[src/rtl/if_fetch_unit.sv]
// rtl/if_fetch_unit.sv - instruction fetch stage: PC, in-order imem requests, {pc,inst} queue to decode
module if_fetch_unit #(
  parameter logic [31:0] RESET_PC = 32'h0000_0000,
  parameter int          QDEPTH   = 2  // power of 2, >= 2
) (
  input  logic        clk,
  input  logic        rst_n,
  output logic        imem_req_valid,
  input  logic        imem_req_ready,
  output logic [31:0] imem_req_addr,
  input  logic        imem_rsp_valid,
  input  logic [31:0] imem_rsp_data,
  input  logic        redirect_valid,
  input  logic [31:0] redirect_pc,
  output logic        id_valid,
  input  logic        id_ready,
  output logic [31:0] id_inst,
  output logic [31:0] id_pc
);

  // Pointer width indexes QDEPTH entries; counter width holds 0..QDEPTH inclusive.
  localparam int PW = (QDEPTH > 1) ? $clog2(QDEPTH) : 1;
  localparam int CW = $clog2(QDEPTH + 1);
  localparam logic [CW:0] QDEPTH_W = (CW + 1)'(QDEPTH);

  logic [31:0]   pc_q, pc_d;
  logic [PW-1:0] tag_wptr_q, tag_wptr_d;
  logic [PW-1:0] tag_rptr_q, tag_rptr_d;
  logic [CW-1:0] out_q, out_d;
  logic [CW-1:0] drop_q, drop_d;
  logic [PW-1:0] q_wptr_q, q_wptr_d;
  logic [PW-1:0] q_rptr_q, q_rptr_d;
  logic [CW-1:0] count_q, count_d;

  // Storage arrays carry no reset: validity is tracked solely by the counters and pointers.
  logic [31:0] tag_mem    [QDEPTH];
  logic [31:0] q_pc_mem   [QDEPTH];
  logic [31:0] q_inst_mem [QDEPTH];

  logic [CW:0] credit_sum;
  logic        req_hs;
  logic        rsp_keep;
  logic        q_empty;
  logic        id_pop;
  logic [31:0] tag_head;

  // Credit check, handshakes and decode-facing outputs.
  always_comb begin
    credit_sum     = {1'b0, out_q} + {1'b0, count_q};
    // Every issued request owns a queue slot, so the queue can never overflow.
    imem_req_valid = rst_n & (credit_sum < QDEPTH_W);
    imem_req_addr  = pc_q;
    req_hs         = imem_req_valid & imem_req_ready;
    tag_head       = tag_mem[tag_rptr_q];
    // A response is stale if it was in flight at some redirect, or arrives with one.
    rsp_keep       = imem_rsp_valid & (drop_q == '0) & ~redirect_valid;
    q_empty        = (count_q == '0);
    id_valid       = ~q_empty & ~redirect_valid;
    id_pop         = id_valid & id_ready;
    id_inst        = q_empty ? 32'd0 : q_inst_mem[q_rptr_q];
    id_pc          = q_empty ? 32'd0 : q_pc_mem[q_rptr_q];
  end

  // Next-state for PC, tag FIFO, outstanding/drop counters and data queue.
  always_comb begin
    pc_d       = pc_q;
    tag_wptr_d = tag_wptr_q;
    tag_rptr_d = tag_rptr_q;
    drop_d     = drop_q;
    q_wptr_d   = q_wptr_q;
    q_rptr_d   = q_rptr_q;
    count_d    = count_q;

    if (req_hs) begin
      tag_wptr_d = tag_wptr_q + PW'(1);
      pc_d       = pc_q + 32'd4;
    end
    if (imem_rsp_valid) begin
      tag_rptr_d = tag_rptr_q + PW'(1);
    end
    out_d = out_q + CW'(req_hs) - CW'(imem_rsp_valid);

    if (redirect_valid) begin
      // Everything still in flight after this edge belongs to the abandoned path.
      pc_d     = {redirect_pc[31:2], 2'b00};
      drop_d   = out_d;
      q_wptr_d = '0;
      q_rptr_d = '0;
      count_d  = '0;
    end else begin
      if (imem_rsp_valid && (drop_q != '0)) begin
        drop_d = drop_q - CW'(1);
      end
      if (rsp_keep) begin
        q_wptr_d = q_wptr_q + PW'(1);
      end
      if (id_pop) begin
        q_rptr_d = q_rptr_q + PW'(1);
      end
      count_d = count_q + CW'(rsp_keep) - CW'(id_pop);
    end
  end

  // Control state register with asynchronous active-low reset.
  always_ff @(posedge clk or negedge rst_n) begin
    if (!rst_n) begin
      pc_q       <= RESET_PC;
      tag_wptr_q <= '0;
      tag_rptr_q <= '0;
      out_q      <= '0;
      drop_q     <= '0;
      q_wptr_q   <= '0;
      q_rptr_q   <= '0;
      count_q    <= '0;
    end else begin
      pc_q       <= pc_d;
      tag_wptr_q <= tag_wptr_d;
      tag_rptr_q <= tag_rptr_d;
      out_q      <= out_d;
      drop_q     <= drop_d;
      q_wptr_q   <= q_wptr_d;
      q_rptr_q   <= q_rptr_d;
      count_q    <= count_d;
    end
  end

  // Record issued addresses and buffer kept responses paired with their address tag.
  always_ff @(posedge clk) begin
    if (req_hs) begin
      tag_mem[tag_wptr_q] <= pc_q;
    end
    if (rsp_keep) begin
      q_pc_mem[q_wptr_q]   <= tag_head;
      q_inst_mem[q_wptr_q] <= imem_rsp_data;
    end
  end

endmodule

[config.mk]
export PLATFORM = sky130hd
export DESIGN_NAME = if_fetch_unit
export DESIGN_NICKNAME = d
export VERILOG_FILES = /design/src/rtl/if_fetch_unit.sv
export SDC_FILE = /design/constraint.sdc
export NUM_CORES = 1
export LEC_CHECK = 0
export CORE_ASPECT_RATIO = 1.75
export CORE_MARGIN = 3
export CORE_UTILIZATION = 40
export CTS_BUF_LIST = sky130_fd_sc_hd__clkbuf_4 sky130_fd_sc_hd__clkbuf_8
export CTS_CLUSTER_DIAMETER = 50
export CTS_CLUSTER_SIZE = 25
export DETAILED_ROUTE_END_ITERATION = 6
export HOLD_SLACK_MARGIN = 0.06
export MAX_ROUTING_LAYER = met4
export PLACE_DENSITY = 0.66
export SLEW_MARGIN = 20
export SYNTH_ARGS = -nofsm -noshare
export SYNTH_HDL_FRONTEND = slang
export SYNTH_SLANG_ARGS = --single-unit
[constraint.sdc]
create_clock -name clk -period 3.9 [get_ports clk]
set_input_delay 0.39 -clock clk [delete_from_list [all_inputs] [get_ports clk]]
set_output_delay 0.39 -clock clk [all_outputs]
set_load 0.1 [all_outputs]
* Word level (Yosys, flattened, before mapping)
Memories as Yosys holds them, arrays and structs flattened.
Cells that the tools add are included.
** Cells by class
- $add $sub $neg :: 11
- Muxes and demuxes :: 15
- Equality and inequality tests :: 0
- Shift-type cells :: 0
- Reductions and logical operators :: 8
- Bitwise operators :: 8
- Order comparisons :: 1
- Div/mod/pow operators :: 0
- Multipliers :: 0
** Operator list (count)
- $mux 32 :: 4
- $add 32x3->32 const B :: 1
- $reduce_bool 2->1 :: 5
- $mux 1 :: 8
- $and 1x1->1 :: 6
- $mux 2 :: 3
- $add 1x1->1 const B :: 4
- $add 2x1->2 :: 2
- $logic_not 2->1 :: 2
- $sub 2x1->2 :: 2
- $add 2x2->3 :: 1
- $lt 3x2->1 const B :: 1
- $not 1->1 :: 2
- $sub 2x1->2 const B :: 1
- $logic_and 1x1->1 :: 1
** Storage, ports and cells
- Memory bits (read-only) :: 0
- Flip-flop bits (word level) :: 42
- Bits in latches :: 0
- Output and inout port bits :: 98
- Input port bits :: 70
- Bits in writable memories :: 192
- Memories :: 3
** Memory list
- q_inst_mem :: words 2, bits a word 32, rd ports 1, clocked after Yosys merged registers in 0, write ports 1, line 38 : logic [31:0] q_inst_mem [QDEPTH];
- q_pc_mem :: words 2, bits a word 32, rd ports 1, clocked after Yosys merged registers in 0, write ports 1, line 37 : logic [31:0] q_pc_mem [QDEPTH];
- tag_mem :: words 2, bits a word 32, rd ports 1, clocked after Yosys merged registers in 0, write ports 1, line 36 : logic [31:0] tag_mem [QDEPTH];

* Depth between registers and ports, before layout
Gate-level depths: netlist (run 1).
- Depth in word-level cells :: 7
- Mapped depth :: 13

* Worst setup path before layout (run 1)
OpenSTA, ideal clock, no wires.
- Path type :: reg2reg
- From :: register count_q[0]
- To :: memory tag_mem[0][10], enable pin
- Stages on the path, launching flop included :: 8
- Path buffers :: 1
- Arrival time :: 3.765 ns
- Slack :: -0.282 ns
- Setup time :: 0.417 ns
- Data required time :: 3.483 ns
- Cell sequence :: dfrtp_1 -> and2_1 -> fa_1 -> or3b_1 -> buf_6 -> inv_1 -> nand2_1 -> nor2_1
** On the way
- Cells in the longest elaborated chain, start to end :: 6
** Ends and longest elaborated chain
- from (decl) :: line 33 : logic [CW-1:0] count_q, count_d;
- from (signal assigned) :: line 123 : count_q <= count_d;
- $add 2x2->3 :: line 49 : credit_sum = {1'b0, out_q} + {1'b0, count_q};
- $lt 3x2->1 :: line 51 : imem_req_valid = rst_n & (credit_sum < QDEPTH_W);
- $and 1x1->1 :: line 51
- named net imem_req_valid :: line 8 : output logic imem_req_valid,
- $and 1x1->1 :: line 53 : req_hs = imem_req_valid & imem_req_ready;
- $mux 1 :: line 129 : if (req_hs) begin
- $mux 1 (implied by the code) :: line 130 : tag_mem[tag_wptr_q] <= pc_q;
- to (decl) :: line 36
The timed path passes the listed nets, and every way through them passes these cells.

* Worst setup path in the final report (run 1)
- From :: register q_rptr_q
- To :: output port id_pc[23]
** On the way
- Cells in the longest elaborated chain, start to end :: 2
** Ends and longest elaborated chain
- from (decl) :: line 32 : logic [PW-1:0] q_rptr_q, q_rptr_d;
- from (signal assigned) :: line 122 : q_rptr_q <= q_rptr_d;
- $mem_v2 2x32
- $mux 32 :: line 61 : id_pc = q_empty ? 32'd0 : q_pc_mem[q_rptr_q];
- to (decl) :: line 18 : output logic [31:0] id_pc
No other way between the ends.

==> impl_metrics.ini, run 1 <==
[synth]
synth_most_common_cell = edfxtp_1
ys_seq_elements = 224
syn_area_mm2 = 0.009176
yosysTopAreaCellShare_pct = 60.21
synth_seq_area_share_pct = 71.12
synth_area_leader_cell = edfxtp_1
yosysUniqueCellTypes = 44
syn_inst = 622
synth_warnings = 0
async_reset_ff_share_pct = 17.86
avgSynthCellArea_um2 = 14.75
synthTopCellsByCount = edfxtp_1 (184), nor2_1 (89), mux2i_1 (63), dfrtp_1 (40), mux2_2 (31)
synth_top_flop_cell = edfxtp_1
synth_area_leaders = edfxtp_1 (60%), dfrtp_1 (11%), mux2i_1 (6.9%)
synth_edf_count = 184

[floorplanning]
dieHeight_um = 206.4
die_w_um = 120.5
dieArea_mm2 = 0.02487
core_area_mm2 = 0.02234
ioPinCount = 168
start_util_pct = 41.07
rows = 72

[global_routing]
grt-ovfl-total = 0
antenna_found_initial = 0
grt_pass1_wl_um = 30230
grt_max_degree = 47
grt.total_usage_pct = 15.70
grt_pass1_vias = 5828

[route]
wl_per_cell_um = 17.45
dr.pass1.iters = 4
viasPerCell = 5.088
num_vias = 5551
drt_iter0_markers = 313
route.detailed.drc = 0
ant_nets = 0
wl_um = 19040

[timing]
fin_crit_sh_pct = 86.95
finalSetupViolations = 0
final.setup.tns_ps = 0
min_period_ps = 3391
maxSlewViolCount = 0
rsz0062_at_grt = false
max_slew.worst_pin.slew_ps = 1020
max_clock_freq_mhz = 294.9
fin_worst_skew_ps = 20.46
hold_violations = 0
relSlewSlack_pct = 31.76

[critical_path]
worstSetupEndpointType = output pin
crit_required_ps = 3510
crit_family = buffers and inverters
worstPathArrival_ps = 3000
crit_path_top_delay_cell = clkdlybuf4s50_1
critPathBufInv = 1
path_max_fanout = 46
crit_chain = mux2i_1, nor2_1, clkdlybuf4s50_1
slowest_delay_ps = 1170
crit_type = reg -> out
reg2reg_slack_ps = 780
start_kind = flip-flop

[placement]
place_inst = 1065
gp_congestion = 0.7853
detailedPlacementHpwl_um = 13600
portBuffers = 161

[cts]
cts_max_level = 1
clkSinkCount = 224
clock_latency_ps = 510
cts.clk_slew.worst_paths_ps = 130
post-cts-setup-buffer-count = 0
numCtsBuffers = 15
cts_tree = built
clockBufferDepth = 3
cts_root_buffer = clkbuf_8

[finish]
nNetsFinal = 864
diodes = 0
syn2layout_area_growth_pct = 23.78
fin_cells = 1091
drive_gt1_share_pct = 14.84
fillers = 1961
final_util_pct = 50.84

[power_and_ir_drop]
p_total_mw = 7.272
leakagePower_nw = 3.859
power.density_mw_per_mm2 = 640.2
ir_drop_mv = 0.2986

[hold_path]
min_path_type = in -> reg

[flow_run]
maxCapViolCount = 0

[run_status]
outcome = finished clean
==> repair_timing <==
action | CTS | global route
hold buffers | 1 | 0
endpoints found under the hold margin | 40 | 0
resized for setup | 0 | 0
==> layout by cell type, fill, tap and decap left out, drive strengths merged, types with 2 or more instances in the layout <==
cell type and instances:
edfxtp 184, clkdlybuf4s50 122, nor2 89, mux2i 63
buf 54, dfrtp 40, mux2 31, nand2 28
clkbuf 18, inv 18, o21ai 16, xnor2 14
a31oi 14, nand3 11, o31ai 11, nand4 10
or4 10, xor2 6, ha 6, nor4 5
and2 4, and4 4, nor3 4, conb 4
nor2b 3, o211ai 3, or3 3, and3 2
nand4bb 2, a22oi 2, a21o 2, clkinv 2
==> worst register-to-register path, stage by stage, from the launching register on <==
cell     delay [ps]
dfrtp_1         450
and2_1          170
fa_1            450
or3b_1          540
inv_1           170
nand2_1         190
ha_1            330
inv_1            40
ha_1            180
xnor2_1         130
xnor2_1         210
nand2_1          90
o21ai_0          80
==> cell type report <==
cell class	instances	area, µm²	area share, %
Tap cell	296	370.4	3.261
Clock inverter	7	70.07	0.6169
Clock buffer	18	229.0	2.016
Inverter	13	48.80	0.4296
Multi-Input combinational cell	356	2476	21.80
Sequential cell	224	6530	57.49
Timing Repair Buffer	177	1634	14.39
==> metrics by stage <==
step                hold WS (ps)  area, µm²  setup WS (ps)
global placement           503.2      11050          876.4
CTS                        402.1      11360          400.0
detailed placement         506.2      11050          816.5
floorplan                  94.41       9190         -124.0
finish                     433.7      11360          508.9
global route               436.8      11360          338.3
==> cell families (layout without fill, tap and decap cells) <==
family	count (synthesis)	in the layout	synth area share (%)
flip-flops	224	224	71.12
AND/OR/NAND/NOR	181	181	9.476
multiplexers	94	94	10.68
AO/OA/AOI/OAI	50	50	3.450
buffers and inverters	45	215	2.291
XOR/XNOR	20	20	1.909
adder cells (fa/ha/maj)	7	7	1.036
other	1	4	0.04087
==> registers in the layout, summed over array words and instances (netlist names) <==
name	cells
tag_wptr_q	1
drop_q	2
q_pc_mem	60
q_rptr_q	1
count_q	2
imem_req_addr	30
out_q	2
tag_rptr_q	1
tag_mem	60
q_inst_mem	64
q_wptr_q	1
==> layer usage <==
metal / up-vias / global-route usage, % / wire, µm
met2: 162 / 29.73 / 10620
met4: 0 / 5.673 / 485
met1: 2735 / 16.58 / 7101
met5: - / - / 0
li1: 2620 / - / -
met3: 34 / 1.972 / 829
==> path summary, 6_finish.rpt <==
kind / start / cells past startpoint / to
min reg2reg: tag_wptr_q / 1 / tag_wptr_q
min in group asynchronous: rst_n / 3 / imem_req_addr[31]
max in group asynchronous: rst_n / 3 / q_rptr_q
max reg2reg: count_q[0] / 12 / drop_q[1]
max: q_rptr_q / 3 / id_pc[23]
min: redirect_pc[11] / 3 / imem_req_addr[11]
==> power breakdown <==
group	internal, mW	switching, mW	total [mW]	leakage, nW
registers	2.95	0.211	3.16	2.14
logic	0.774	2.17	2.94	1.56
clock network	0.430	0.741	1.17	0.158
Power figures use the tool's default switching activity.
==> inputs of run 2 (changes only) <==
- HOLD_SLACK_MARGIN: 0.06 -> 0.05
- PLACE_DENSITY: 0.66 -> default
- clock period: 3.9 -> 3.4 ns (I/O delays scaled with it)
==> impl_metrics.ini, run 2 (synthesis gave the netlist of run 1 again) <==
[run_status]
outcome = finished clean

[timing]
hold_ws_ps = 382.9
max_clock_freq_mhz = 318.6
maxSlewViolCount = 0
rsz0062_at_grt = false
finalSetupViolations = 0
relSlewSlack_pct = 31.34
max_slew.worst_pin.slew_ps = 1027
final.setup.tns_ps = 0
hold_violations = 0
fin_worst_skew_ps = 17.02
min_period_ps = 3139
setup_ws_ps = 261.3
fin_crit_sh_pct = 92.32

[route]
wl_per_cell_um = 16.68
ant_nets = 0
route.detailed.drc = 0
viasPerCell = 4.956
dr.pass1.iters = 4
wl_um = 18210
drt_iter0_markers = 256
num_vias = 5412

[floorplanning]
die_w_um = 120.5
start_util_pct = 41.07
dieArea_mm2 = 0.02487
ioPinCount = 168
rows = 72
core_area_mm2 = 0.02234
dieHeight_um = 206.4

[finish]
largest-register = q_inst_mem
largest_reg_flops = 64
syn2layout_area_growth_pct = 23.81
final_util_pct = 50.85
final_cell_mix = edfxtp_1 (184), clkdlybuf4s50_1 (96), nor2_1 (85), buf_4 (76), mux2i_1 (63)
nNetsFinal = 864
layout_commonest_cell = edfxtp_1
diodes = 0
reg_top3 = q_inst_mem: 64 flops, q_pc_mem: 60 flops, tag_mem: 60 flops
drive_gt1_share_pct = 18.34

[cts]
cts_max_level = 1
clock_latency_ps = 520
clkSinkCount = 224
cts_tree = built
numCtsBuffers = 15
clockBufferDepth = 3
cts_root_buffer = clkbuf_8
cts.clk_slew.worst_paths_ps = 120

[placement]
detailedPlacementHpwl_um = 12810
pre_cts_ws_ps = 265.1
portBuffers = 161
gp_congestion = 0.7946

[power_and_ir_drop]
swShare_pct = 43.01
power.density_mw_per_mm2 = 734.3
clkPwrFrac_pct = 16.4
p_switching_mw = 3.588
combinationalPowerShare_pct = 40.5
p_seq_share_pct = 43.1
leakagePower_nw = 3.912
p_total_mw = 8.342
p_int_mw = 4.754
ir_drop_mv = 0.4022

[global_routing]
antenna_found_initial = 0
grt_pass1_vias = 5561
grt.total_usage_pct = 14.99
grt_pass1_wl_um = 29050
grt_max_degree = 63
grt-ovfl-total = 0

[critical_path]
crit_required_ps = 3830
crit_type = reg -> reg
start_kind = flip-flop
r2r-start = count_q[0]
worstSetupEndpointType = flip-flop
startpoint = count_q[0]
worstPathArrival_ps = 3570
path_max_fanout = 8

[flow_run]
maxCapViolCount = 0

[hold_path]
min_path_type = in -> reg
worstHoldStart = redirect_pc[17]
-- run 2: cell count changes in the layout (fill, tap and decap cells not counted) --
cell	previous run	this run
clkbuf_4	3	2
clkdlybuf4s50_1	122	96
clkinv_8	0	1
buf_12	0	3
nor2_4	3	4
nor2_2	1	0
inv_1	13	12
clkinvlp_4	0	2
buf_4	53	76
inv_12	1	2
inv_8	2	1
-- run 2: power by group through the flow --
stage               sequential (mW)  clock [mW]  combinational [mW]
floorplan                      3.84           0                2.42
global placement               3.65           0                3.38
detailed placement             3.66           0                3.41
CTS                            3.60        1.44                3.42
global route                   3.64        1.55                3.56
finish                         3.59        1.37                3.38
-- run 2: worst max-delay path: stages (launching register included) --
cell and delay (ps):
dfrtp_1 440, and2_1 170, fa_1 440, or3b_1 560, clkinvlp_4 160, nand2_1 200
ha_1 360, inv_1 40, ha_1 180, xnor2_1 170, xnor2_1 170, nand2_1 70
o21ai_0 90
-- run 2: final timing paths --
path / cells after the start / end / slack, ps
min reg2reg: 1 / tag_rptr_q / 470
min in group asynchronous: 3 / imem_req_addr[8] / 510
max in group asynchronous: 3 / q_rptr_q / 2490
max: 12 / drop_q[1] / 260
min: 3 / imem_req_addr[17] / 380
max reg2reg: 12 / drop_q[1] / 260
-- run 2: cell type report --
cell class              instances  area (µm²)
repair buffers                177        1607
clock buffers                  17       221.5
inverters                      13       52.55
fillers                      1982       10980
multi-input cells             356        2481
flip-flops and latches        224        6530
clock inverters                 9       98.84
well taps                     296       370.4
-- run 2: metrics by stage --
step,cell area [µm²],cells
after detailed placement,11030,1065
final,11360,1092
after floorplan,9199,625
after global routing,11360,1092
after global placement,11030,1065
after CTS,11360,1092
-- run 2: per-layer routing --
layer	track usage [%]	vias to the layer above	part of all wire, %
met2	27.69	151	56
met4	4.498	0	2.3
met1	16.67	2595	37
li1	-	2640	-
met3	2.191	26	4.7
met5	-	-	0
-- run 2: timing repair --
action / CTS / global route
hold endpoints to repair: 40 / 0
hold buffers: 1 / 0
buffers inserted: 0 / 0
gates resized for setup: 0 / 0
==> inputs of run 3 (changes only) <==
- PLACE_DENSITY_LB_ADDON: default -> 0.2
==> impl_metrics.ini, run 3 (synthesis gave the netlist of run 1 again) <==
[floorplanning]
core_area_mm2 = 0.02234
start_util_pct = 41.07
dieArea_mm2 = 0.02487
die_w_um = 120.5
ioPinCount = 168
rows = 72
dieHeight_um = 206.4

[placement]
place_inst = 1065
portBuffers = 161
gp_congestion = 0.8458
pre_cts_ws_ps = 251.1
detailedPlacementHpwl_um = 12840

[power_and_ir_drop]
power.density_mw_per_mm2 = 747.7
p_int_mw = 4.950
clkPwrFrac_pct = 18.4
p_total_mw = 8.552
ir_drop_mv = 0.5028
combinationalPowerShare_pct = 39.6
p_switching_mw = 3.602
p_seq_share_pct = 42.0
swShare_pct = 42.12
leakagePower_nw = 3.948

[finish]
final_util_pct = 51.19
nNetsFinal = 865
fillers = 1976
final_cell_mix = edfxtp_1 (184), clkdlybuf4s50_1 (96), nor2_1 (85), buf_4 (76), mux2i_1 (63)
syn2layout_area_growth_pct = 24.64
largest_reg_flops = 64
diodes = 0
reg_top3 = q_inst_mem: 64 flops, q_pc_mem: 60 flops, tag_mem: 60 flops
drive_gt1_share_pct = 18.42
largest-register = q_inst_mem
fin_cells = 1094
layout_commonest_cell = edfxtp_1

[timing]
hold_violations = 0
max_clock_freq_mhz = 316.7
relSlewSlack_pct = 33.73
max_slew.worst_pin.slew_ps = 990.9
rsz0062_at_grt = false
finalSetupViolations = 0
fin_worst_skew_ps = 23.96
maxSlewViolCount = 0
setup_ws_ps = 242.7
fin_crit_sh_pct = 92.86
min_period_ps = 3157

[cts]
clockBufferDepth = 3
cts.clk_slew.worst_paths_ps = 120
cts_root_buffer = clkbuf_8
cts_tree = built
clkSinkCount = 224
numCtsBuffers = 16
cts_max_level = 1
clock_latency_ps = 510

[hold_path]
holdPathStages = 3
min_path_type = in -> reg

[critical_path]
crit_type = reg -> reg
worstPathArrival_ps = 3590
start_kind = flip-flop
path_max_fanout = 8
r2r_cells = 12
crit_required_ps = 3830
worstSetupEndpointType = flip-flop

[route]
viasPerCell = 5.021
route.detailed.drc = 0
ant_nets = 0
wl_um = 18480
num_vias = 5493
wl_per_cell_um = 16.89
drt_iter0_markers = 222
dr.pass1.iters = 5

[global_routing]
grt_pass1_wl_um = 29300
grt.total_usage_pct = 15.13
grt_pass1_vias = 5662
grt-ovfl-total = 0
grt_max_degree = 63
antenna_found_initial = 0

[run_status]
outcome = finished clean

[flow_run]
maxCapViolCount = 0
[run 3: changes by cell type in the layout (fill, tap and decap cells not counted)]
cell and change:
clkinv_1 +1, clkbuf_4 -2, inv_12 -1, inv_6 -2
inv_16 +1, bufinv_16 +2, clkbuf_8 +3
[run 3: repair_timing]
action,4_1_cts,5_1_grt
gates resized for setup,0,0
hold buffers,1,0
endpoints found under the hold margin,40,0
setup buffers,0,0
[run 3: final cells by class]
class                   count  area, µm²  share of cell area, %
inverters                  13      52.55                 0.4595
repair buffers            177       1607                  14.05
clock buffers              18      247.7                  2.166
flip-flops and latches    224       6530                  57.09
well taps                 296      370.4                  3.238
clock inverters            10      148.9                  1.302
multi-input cells         356       2481                  21.69
[run 3: per-stage QoR]
step / area (µm²) / hold slack (ps) / TNS [ps]
global route: 11440 / 348.7 / 0
detailed placement: 11030 / 459.5 / 0
floorplan: 9199 / 44.41 / -71180
CTS: 11440 / 346.8 / 0
global placement: 11030 / 456.5 / 0
finish: 11440 / 377.0 / 0
[run 3: power by group through the flow]
stage	Sequential (mW)	Clock, mW	Combinational, mW
after floorplan	3.84	0	2.42
after CTS	3.60	1.64	3.43
after global placement	3.64	0	3.38
after global routing	3.63	1.75	3.56
after detailed placement	3.66	0	3.42
final	3.59	1.57	3.39
[run 3: path summary, 6_finish.rpt]
path / start / endpoint / slack, ps
min in group asynchronous: rst_n / imem_req_addr[19] / 520
min reg2reg: tag_rptr_q / tag_rptr_q / 470
min: redirect_pc[19] / imem_req_addr[19] / 380
max: count_q[0] / drop_q[1] / 240
max in group asynchronous: rst_n / q_rptr_q / 2470
max reg2reg: count_q[0] / drop_q[1] / 240
[run 3: worst max-delay path: stages (launching register included)]
cell	delay, ps
dfrtp_1	450
and2_1	170
fa_1	450
or3b_1	560
clkinvlp_4	160
nand2_1	210
ha_1	360
inv_1	40
ha_1	180
xnor2_1	170
xnor2_1	170
nand2_1	70
o21ai_0	90
[run 3: routing by layer]
metal / part of all wire (%) / vias up / global-route usage (%)
met4: 2.0 / 0 / 3.971
li1: - / 2634 / -
met3: 4.4 / 32 / 2.136
met1: 38 / 2677 / 17.02
met5: 0 / - / -
met2: 55 / 150 / 28.05
